**src/rtl/palm_locator.sv**
```systemverilog
// palm_locator: scans one binary hand-mask frame in raster order, tracks the
// widest horizontal white run on eligible rows (the palm row) and publishes
// its geometry together with a frame-complete flag for the finger stage.
module palm_locator #(
    parameter int IMAGE_WIDTH    = 384,
    parameter int IMAGE_HEIGHT   = 216,
    parameter int PALM_ROW_MIN   = 90,
    parameter int MIN_PALM_WIDTH = 40
) (
    input  logic       clk,
    input  logic       rst,
    input  logic       frame_start,
    input  logic       pix_valid,
    input  logic       object_image,
    output logic       flag,
    output logic [8:0] palm_width,
    output logic [8:0] start_of_palm_c,
    output logic [8:0] end_of_palm_c,
    output logic [8:0] finger_width,
    output logic [8:0] palm_row
);

    localparam logic [8:0] LAST_COL = 9'(IMAGE_WIDTH - 1);
    localparam logic [8:0] LAST_ROW = 9'(IMAGE_HEIGHT - 1);
    localparam logic [8:0] ROW_MIN  = 9'(PALM_ROW_MIN);
    localparam logic [8:0] MIN_W    = 9'(MIN_PALM_WIDTH);

    // LOAD is the single cycle between the last accepted pixel and the
    // publication of results, giving the frame best one edge to settle.
    typedef enum logic [1:0] {
        IDLE = 2'd0,
        SCAN = 2'd1,
        LOAD = 2'd2,
        DONE = 2'd3
    } state_t;

    state_t     state_q, state_d;

    logic [8:0] col_q, col_d;
    logic [8:0] row_q, row_d;

    logic       run_open_q, run_open_d;
    logic [8:0] run_start_q, run_start_d;

    logic [8:0] row_w_q, row_w_d;
    logic [8:0] row_s_q, row_s_d;
    logic [8:0] row_e_q, row_e_d;

    logic [8:0] best_w_q, best_w_d;
    logic [8:0] best_s_q, best_s_d;
    logic [8:0] best_e_q, best_e_d;
    logic [8:0] best_row_q, best_row_d;

    logic       flag_q, flag_d;
    logic [8:0] palm_width_q, palm_width_d;
    logic [8:0] start_q, start_d;
    logic [8:0] end_q, end_d;
    logic [8:0] finger_q, finger_d;
    logic [8:0] palm_row_q, palm_row_d;

    logic       accept;
    logic       end_of_row;
    logic       end_of_frame;

    logic       cand_valid;
    logic [8:0] cand_start;
    logic [8:0] cand_end;
    logic [8:0] cand_width;

    logic       row_upd;
    logic [8:0] row_w_new;
    logic [8:0] row_s_new;
    logic [8:0] row_e_new;
    logic       take_row;

    // A pixel only counts while scanning and when no restart wins the cycle.
    always_comb begin
        accept       = (state_q == SCAN) && pix_valid && !frame_start;
        end_of_row   = (col_q == LAST_COL);
        end_of_frame = end_of_row && (row_q == LAST_ROW);
    end

    // Next-state logic; frame_start restarts scanning from any state.
    always_comb begin
        state_d = state_q;
        if (frame_start) begin
            state_d = SCAN;
        end else begin
            case (state_q)
                SCAN:    if (accept && end_of_frame) state_d = LOAD;
                LOAD:    state_d = DONE;
                default: state_d = state_q;
            endcase
        end
    end

    // Raster position: column advances per accepted pixel and wraps into the next row.
    always_comb begin
        col_d = col_q;
        row_d = row_q;
        if (frame_start) begin
            col_d = '0;
            row_d = '0;
        end else if (accept) begin
            if (end_of_row) begin
                col_d = '0;
                row_d = row_q + 9'd1;
            end else begin
                col_d = col_q + 9'd1;
            end
        end
    end

    // Run tracking: produces a closed-run candidate when a black pixel ends a
    // run or when the row ends with a run still open.
    always_comb begin
        run_open_d  = run_open_q;
        run_start_d = run_start_q;
        cand_valid  = 1'b0;
        cand_start  = run_start_q;
        cand_end    = col_q;
        if (frame_start) begin
            run_open_d  = 1'b0;
            run_start_d = '0;
        end else if (accept) begin
            if (object_image) begin
                if (!run_open_q) begin
                    run_open_d  = 1'b1;
                    run_start_d = col_q;
                    cand_start  = col_q;
                end
                if (end_of_row) begin
                    cand_valid = 1'b1;
                    cand_end   = col_q;
                    run_open_d = 1'b0;
                end
            end else if (run_open_q) begin
                cand_valid = 1'b1;
                cand_end   = col_q - 9'd1;
                run_open_d = 1'b0;
            end
        end
        cand_width = cand_end - cand_start + 9'd1;
    end

    // Widest run of the current row; strict compare keeps the leftmost on ties.
    always_comb begin
        row_upd   = cand_valid && (cand_width > row_w_q);
        row_w_new = row_upd ? cand_width : row_w_q;
        row_s_new = row_upd ? cand_start : row_s_q;
        row_e_new = row_upd ? cand_end   : row_e_q;
        row_w_d   = row_w_q;
        row_s_d   = row_s_q;
        row_e_d   = row_e_q;
        if (frame_start || (accept && end_of_row)) begin
            row_w_d = '0;
            row_s_d = '0;
            row_e_d = '0;
        end else if (accept) begin
            row_w_d = row_w_new;
            row_s_d = row_s_new;
            row_e_d = row_e_new;
        end
    end

    // Frame best: eligible rows replace it only when strictly wider, so the earlier row wins ties.
    always_comb begin
        take_row   = accept && end_of_row && (row_q >= ROW_MIN) && (row_w_new > best_w_q);
        best_w_d   = best_w_q;
        best_s_d   = best_s_q;
        best_e_d   = best_e_q;
        best_row_d = best_row_q;
        if (frame_start) begin
            best_w_d   = '0;
            best_s_d   = '0;
            best_e_d   = '0;
            best_row_d = '0;
        end else if (take_row) begin
            best_w_d   = row_w_new;
            best_s_d   = row_s_new;
            best_e_d   = row_e_new;
            best_row_d = row_q;
        end
    end

    // Published results: cleared on restart, loaded once on the way into DONE, otherwise held.
    always_comb begin
        flag_d       = flag_q;
        palm_width_d = palm_width_q;
        start_d      = start_q;
        end_d        = end_q;
        finger_d     = finger_q;
        palm_row_d   = palm_row_q;
        if (frame_start) begin
            flag_d       = 1'b0;
            palm_width_d = '0;
            start_d      = '0;
            end_d        = '0;
            finger_d     = '0;
            palm_row_d   = '0;
        end else if (state_q == LOAD) begin
            flag_d = 1'b1;
            if (best_w_q >= MIN_W) begin
                palm_width_d = best_w_q;
                start_d      = best_s_q;
                end_d        = best_e_q;
                finger_d     = best_w_q >> 2;
                palm_row_d   = best_row_q;
            end else begin
                palm_width_d = '0;
                start_d      = '0;
                end_d        = '0;
                finger_d     = '0;
                palm_row_d   = '0;
            end
        end
    end

    // State and datapath registers, cleared asynchronously by the active-low reset.
    always_ff @(posedge clk or negedge rst) begin
        if (!rst) begin
            state_q      <= IDLE;
            col_q        <= '0;
            row_q        <= '0;
            run_open_q   <= 1'b0;
            run_start_q  <= '0;
            row_w_q      <= '0;
            row_s_q      <= '0;
            row_e_q      <= '0;
            best_w_q     <= '0;
            best_s_q     <= '0;
            best_e_q     <= '0;
            best_row_q   <= '0;
            flag_q       <= 1'b0;
            palm_width_q <= '0;
            start_q      <= '0;
            end_q        <= '0;
            finger_q     <= '0;
            palm_row_q   <= '0;
        end else begin
            state_q      <= state_d;
            col_q        <= col_d;
            row_q        <= row_d;
            run_open_q   <= run_open_d;
            run_start_q  <= run_start_d;
            row_w_q      <= row_w_d;
            row_s_q      <= row_s_d;
            row_e_q      <= row_e_d;
            best_w_q     <= best_w_d;
            best_s_q     <= best_s_d;
            best_e_q     <= best_e_d;
            best_row_q   <= best_row_d;
            flag_q       <= flag_d;
            palm_width_q <= palm_width_d;
            start_q      <= start_d;
            end_q        <= end_d;
            finger_q     <= finger_d;
            palm_row_q   <= palm_row_d;
        end
    end

    assign flag            = flag_q;
    assign palm_width      = palm_width_q;
    assign start_of_palm_c = start_q;
    assign end_of_palm_c   = end_q;
    assign finger_width    = finger_q;
    assign palm_row        = palm_row_q;

endmodule
```
**config.mk**
```make
export PLATFORM = sky130hd
export DESIGN_NAME = palm_locator
export DESIGN_NICKNAME = d
export VERILOG_FILES = /design/src/rtl/palm_locator.sv
export SDC_FILE = /design/constraint.sdc
export NUM_CORES = 1
export LEC_CHECK = 0
export BUFFER_PORTS_ARGS = -buffer_cell sky130_fd_sc_hd__buf_2
export CAP_MARGIN = 20
export CELL_PAD_IN_SITES_DETAIL_PLACEMENT = 0
export CELL_PAD_IN_SITES_GLOBAL_PLACEMENT = 1
export CORE_MARGIN = 2
export CORE_UTILIZATION = 25
export DETAILED_ROUTE_END_ITERATION = 8
export PLACE_DENSITY = 0.43
export SKIP_LAST_GASP = 1
export SYNTH_ARGS = -nofsm -noshare
export SYNTH_HDL_FRONTEND = slang
export SYNTH_SLANG_ARGS = --single-unit
```
**constraint.sdc**
```tcl
create_clock -name clk -period 22.1 [get_ports clk]
set_input_delay 3.315 -clock clk [delete_from_list [all_inputs] [get_ports clk]]
set_output_delay 3.315 -clock clk [all_outputs]
set_load 0.005 [all_outputs]
```
==> results.md <==
* Leak Pwr at 3.63 nW
* Maximum ir drop on the vdd rail at 0.0446 mV
* Type of the worst setup path: primary input to flip-flop
* Worst Setup Slack post-DPL at 10.36 ns
* Number of buffer cells added on primary ports at 48
* Switching part of the total at 23.7%
* Post-synth top area share at 48.8%
* Number of gates resized after CTS at 0
* DRC marker count from the first detailed-route iteration at 263
* Deepest clock path buffer count at 2
* Skew-Pair Late Insertion Delay at 0.41 ns
* Final Skew at 0.0103 ns
* Area inside the core boundary at 26100 um2
* Area added between synthesis and finish at 16.8%
* Most frequently used flop master after synthesis: sky130_fd_sc_hd__dfrtp_1
* GP Congestion at 0.800
* Worst-path maximum fanout at 66
* Total CTS buffers at 17
* Worst rel slew slack at 33.3%
* Cell types with the largest area share after synthesis: sky130_fd_sc_hd__dfrtp_1, sky130_fd_sc_hd__ha_1, sky130_fd_sc_hd__a22o_1
* Net Sw Power at 0.133 mW
* Total die area at 28000 um2
* Layout cell share with drive strength beyond 1 at 16.8%
* Number of nets with antenna violations after routing at 0
* Y dimension of the die at 167 um
* Status: finished with violations
* GRT Total Usage at 13.0%
* PnR worst setup slack at 10.86 ns
* GRT overflow at 0
* Routed len/inst at 17.3 um
* Number of antenna diodes at 0
* Count of hold-fix buffers inserted at cts at 0
* Total wire length at 17.3 mm
* Min-delay worst type: flip-flop to flip-flop
* Tmin final at 11.24 ns
* CP Data Arrival Time at 11.54 ns
* Clock network fraction of total power at 50.7%
* Die Width at 167 um
* Via count of the first global-routing pass at 4931
* Fill count at 2730
* Gate power share at 6.7%
* CTS tree: done
* Failing checks: DRC
* Row cnt at 59
* Overall via count from detail_route at 4725
* Library cell occupying the most area in the post-synthesis netlist: sky130_fd_sc_hd__dfrtp_1
* Summed negative setup slack over all endpoints at 0 ns
* Cell count of the worst hold path at 1
* Mean instance size in the synthesized netlist at 10.7 um2
* Root buf cell: sky130_fd_sc_hd__clkbuf_16
* Number of antenna violations at the first check in global routing at 0
* Post-synth EDFFs at 0
* Post-route DRC violation count at 3
* Count of distinct cell types in the synthesized netlist at 61
* Sequential element share of the synthesized area at 48.8%
* Core Util, Final at 29.8%
* First-pass GRT wire length at 28.3 mm
* Area post-placement at 7180 um2
* H-tree levels at 4
* Synthesis-stage register bit count at 130
* Number of buffers inserted by post-CTS setup repair at 0
* Combined area of all synthesized cells at 6670 um2
* Worst-margin pin slew at 0.999 ns
* Number of endpoints with negative hold slack in the final report at 0
* Number of pins exceeding their max-slew limit in the final report at 0
* Fraction of the cycle the final worst path needs at 50.9%
* Crit start category: primary input
* Logic depth of the worst register-to-register path at 23
* Initial standard-cell utilization of the core at 25.5%
* Peak Freq at 89.0 MHz
* Max cap viols at 0
* Setup repair after global routing missed its margin: no
* Final std cell area, no fill at 7790 um2
* DP Wirelength at 12.1 mm
* Asr flop ratio synth at 100%
* Internal power summed over all cells at 0.428 mW
* Endpoints failing setup at 0
* Power per unit of standard cell area at 72.1 nW/um2
* First-pass iteration count of the detailed router at 6
* Clock slew at reported path FFs at 0.06 ns
* Clock sink total at 130
* Critical Path RT at 22.40 ns
* Boundary Pins at 51
* Category of the worst setup path capture point: flip-flop
* Cells after synthesis at 626
* Fraction of power consumed by sequential logic at 42.7%
* DR vias/cell at 4.71
* Largest net degree at the start of global routing at 68
* Count of yosys warnings during synthesis at 0
* Final #Nets at 699
worst max-delay path: stages:
cell	delay, ns
sky130_fd_sc_hd__buf_2	0.09
sky130_fd_sc_hd__buf_4	0.32
sky130_fd_sc_hd__nand4bb_2	0.45
sky130_fd_sc_hd__nor2_1	0.38
sky130_fd_sc_hd__nor4b_1	0.61
sky130_fd_sc_hd__xor2_1	0.47
sky130_fd_sc_hd__ha_1	0.33
sky130_fd_sc_hd__ha_1	0.35
sky130_fd_sc_hd__nor2b_1	0.15
sky130_fd_sc_hd__o21ai_0	0.19
sky130_fd_sc_hd__a21boi_0	0.17
sky130_fd_sc_hd__or4b_2	0.64
sky130_fd_sc_hd__nand4_1	0.14
sky130_fd_sc_hd__ha_1	0.26
sky130_fd_sc_hd__a21o_1	0.16
sky130_fd_sc_hd__a221oi_1	0.29
sky130_fd_sc_hd__a211o_1	0.20
sky130_fd_sc_hd__buf_4	0.46
sky130_fd_sc_hd__mux2_2	0.41
sky130_fd_sc_hd__ha_1	0.31
sky130_fd_sc_hd__o211ai_1	0.21
sky130_fd_sc_hd__a211oi_1	0.11
sky130_fd_sc_hd__o41ai_4	0.51
sky130_fd_sc_hd__buf_4	0.55
sky130_fd_sc_hd__mux2_2	0.40
cell usage in the layout (no fill, tap or decap), drive strengths merged, types with 18 or more instances in the layout:
cell / netlist / layout
a21oi: 27 / 27
a22o: 51 / 51
buf: 21 / 55
clkbuf: 24 / 18
dfrtp: 130 / 130
ha: 37 / 37
inv: 40 / 41
mux2i: 18 / 18
nand2: 26 / 26
nand3b: 29 / 29
nor2: 54 / 54
o21ai: 45 / 45
power groups by stage:
stage               Clock [mW]  Combinational, mW  Sequential (mW)
detailed placement           0             0.0378            0.244
global route             0.305             0.0425            0.239
CTS                      0.294             0.0380            0.239
global placement             0             0.0375            0.244
floorplan                    0             0.0234            0.243
finish                   0.284             0.0375            0.239
flip-flops by register name (all words and copies together), names as in the netlist:
register	cells
finger_width	1
end_of_palm_c	9
row_q	9
run_start_q	9
state_q	2
row_w_q	9
best_s_q	9
flag	1
best_row_q	9
best_e_q	9
best_w_q	9
run_open_q	1
palm_row	9
row_e_q	9
row_s_q	9
palm_width	8
start_of_palm_c	9
col_q	9
routing by layer:
layer | vias to the layer above | track usage (%) | wire length [um]
li1 | 2296 | - | -
met3 | 13 | 2.62 | 465
met5 | - | 0 | 0
met1 | 2349 | 18.0 | 8700
met2 | 67 | 20.5 | 7980
met4 | 0 | 3.67 | 187
logic make-up (layout without fill, tap and decap cells):
family / count (synthesis) / in the layout / share of synthesized area, %
and+or+nand+nor: 166 / 166 / 14.1
buffers and inverters: 85 / 126 / 5.67
DFF: 130 / 130 / 48.8
AOI/OAI and AO/OA: 153 / 153 / 15.9
other: 1 / 2 / 0.0562
adders and majority gates: 38 / 38 / 7.24
xor gates and xnor gates: 20 / 20 / 3.06
muxes: 33 / 33 / 5.23
final timing paths:
kind	startpoint	endpoint	slack [ns]
min in group asynchronous	rst	row_q[4]	2.91
max	frame_start	best_w_q[6]	10.86
min	row_s_q[2]	row_s_q[2]	0.49
max in group asynchronous	rst	end_of_palm_c[7]	17.86
min reg2reg	row_s_q[2]	row_s_q[2]	0.49
max reg2reg	state_q[1]	best_w_q[6]	13.93
metrics by stage:
step	instances	power [mW]	hold slack, ns
finish	1003	0.561	0.488
detailed placement	971	0.282	0.477
global route	1003	0.587	0.509
global placement	971	0.281	0.460
CTS	1002	0.572	0.490
floorplan	627	0.267	0.449
synth_stat cells (13+ instances only):
master,instances
sky130_fd_sc_hd__a21oi_1,27
sky130_fd_sc_hd__a22o_1,51
sky130_fd_sc_hd__clkbuf_1,24
sky130_fd_sc_hd__dfrtp_1,130
sky130_fd_sc_hd__ha_1,37
sky130_fd_sc_hd__inv_1,40
sky130_fd_sc_hd__mux2_2,13
sky130_fd_sc_hd__mux2i_1,18
sky130_fd_sc_hd__nand2_1,26
sky130_fd_sc_hd__nand3b_1,29
sky130_fd_sc_hd__nand4_1,13
sky130_fd_sc_hd__nor2_1,53
sky130_fd_sc_hd__o21ai_0,45
area by class of cell:
type	count	area, um2	share of cell area, %
Inverter	40	150	1.93
Multi-Input combinational cell	412	3070	39.4
Clock buffer	18	429	5.51
Timing Repair Buffer	55	307	3.94
Tap cell	335	419	5.38
Clock inverter	13	161	2.07
Sequential cell	130	3250	41.8
Power figures use the tool's default switching activity.
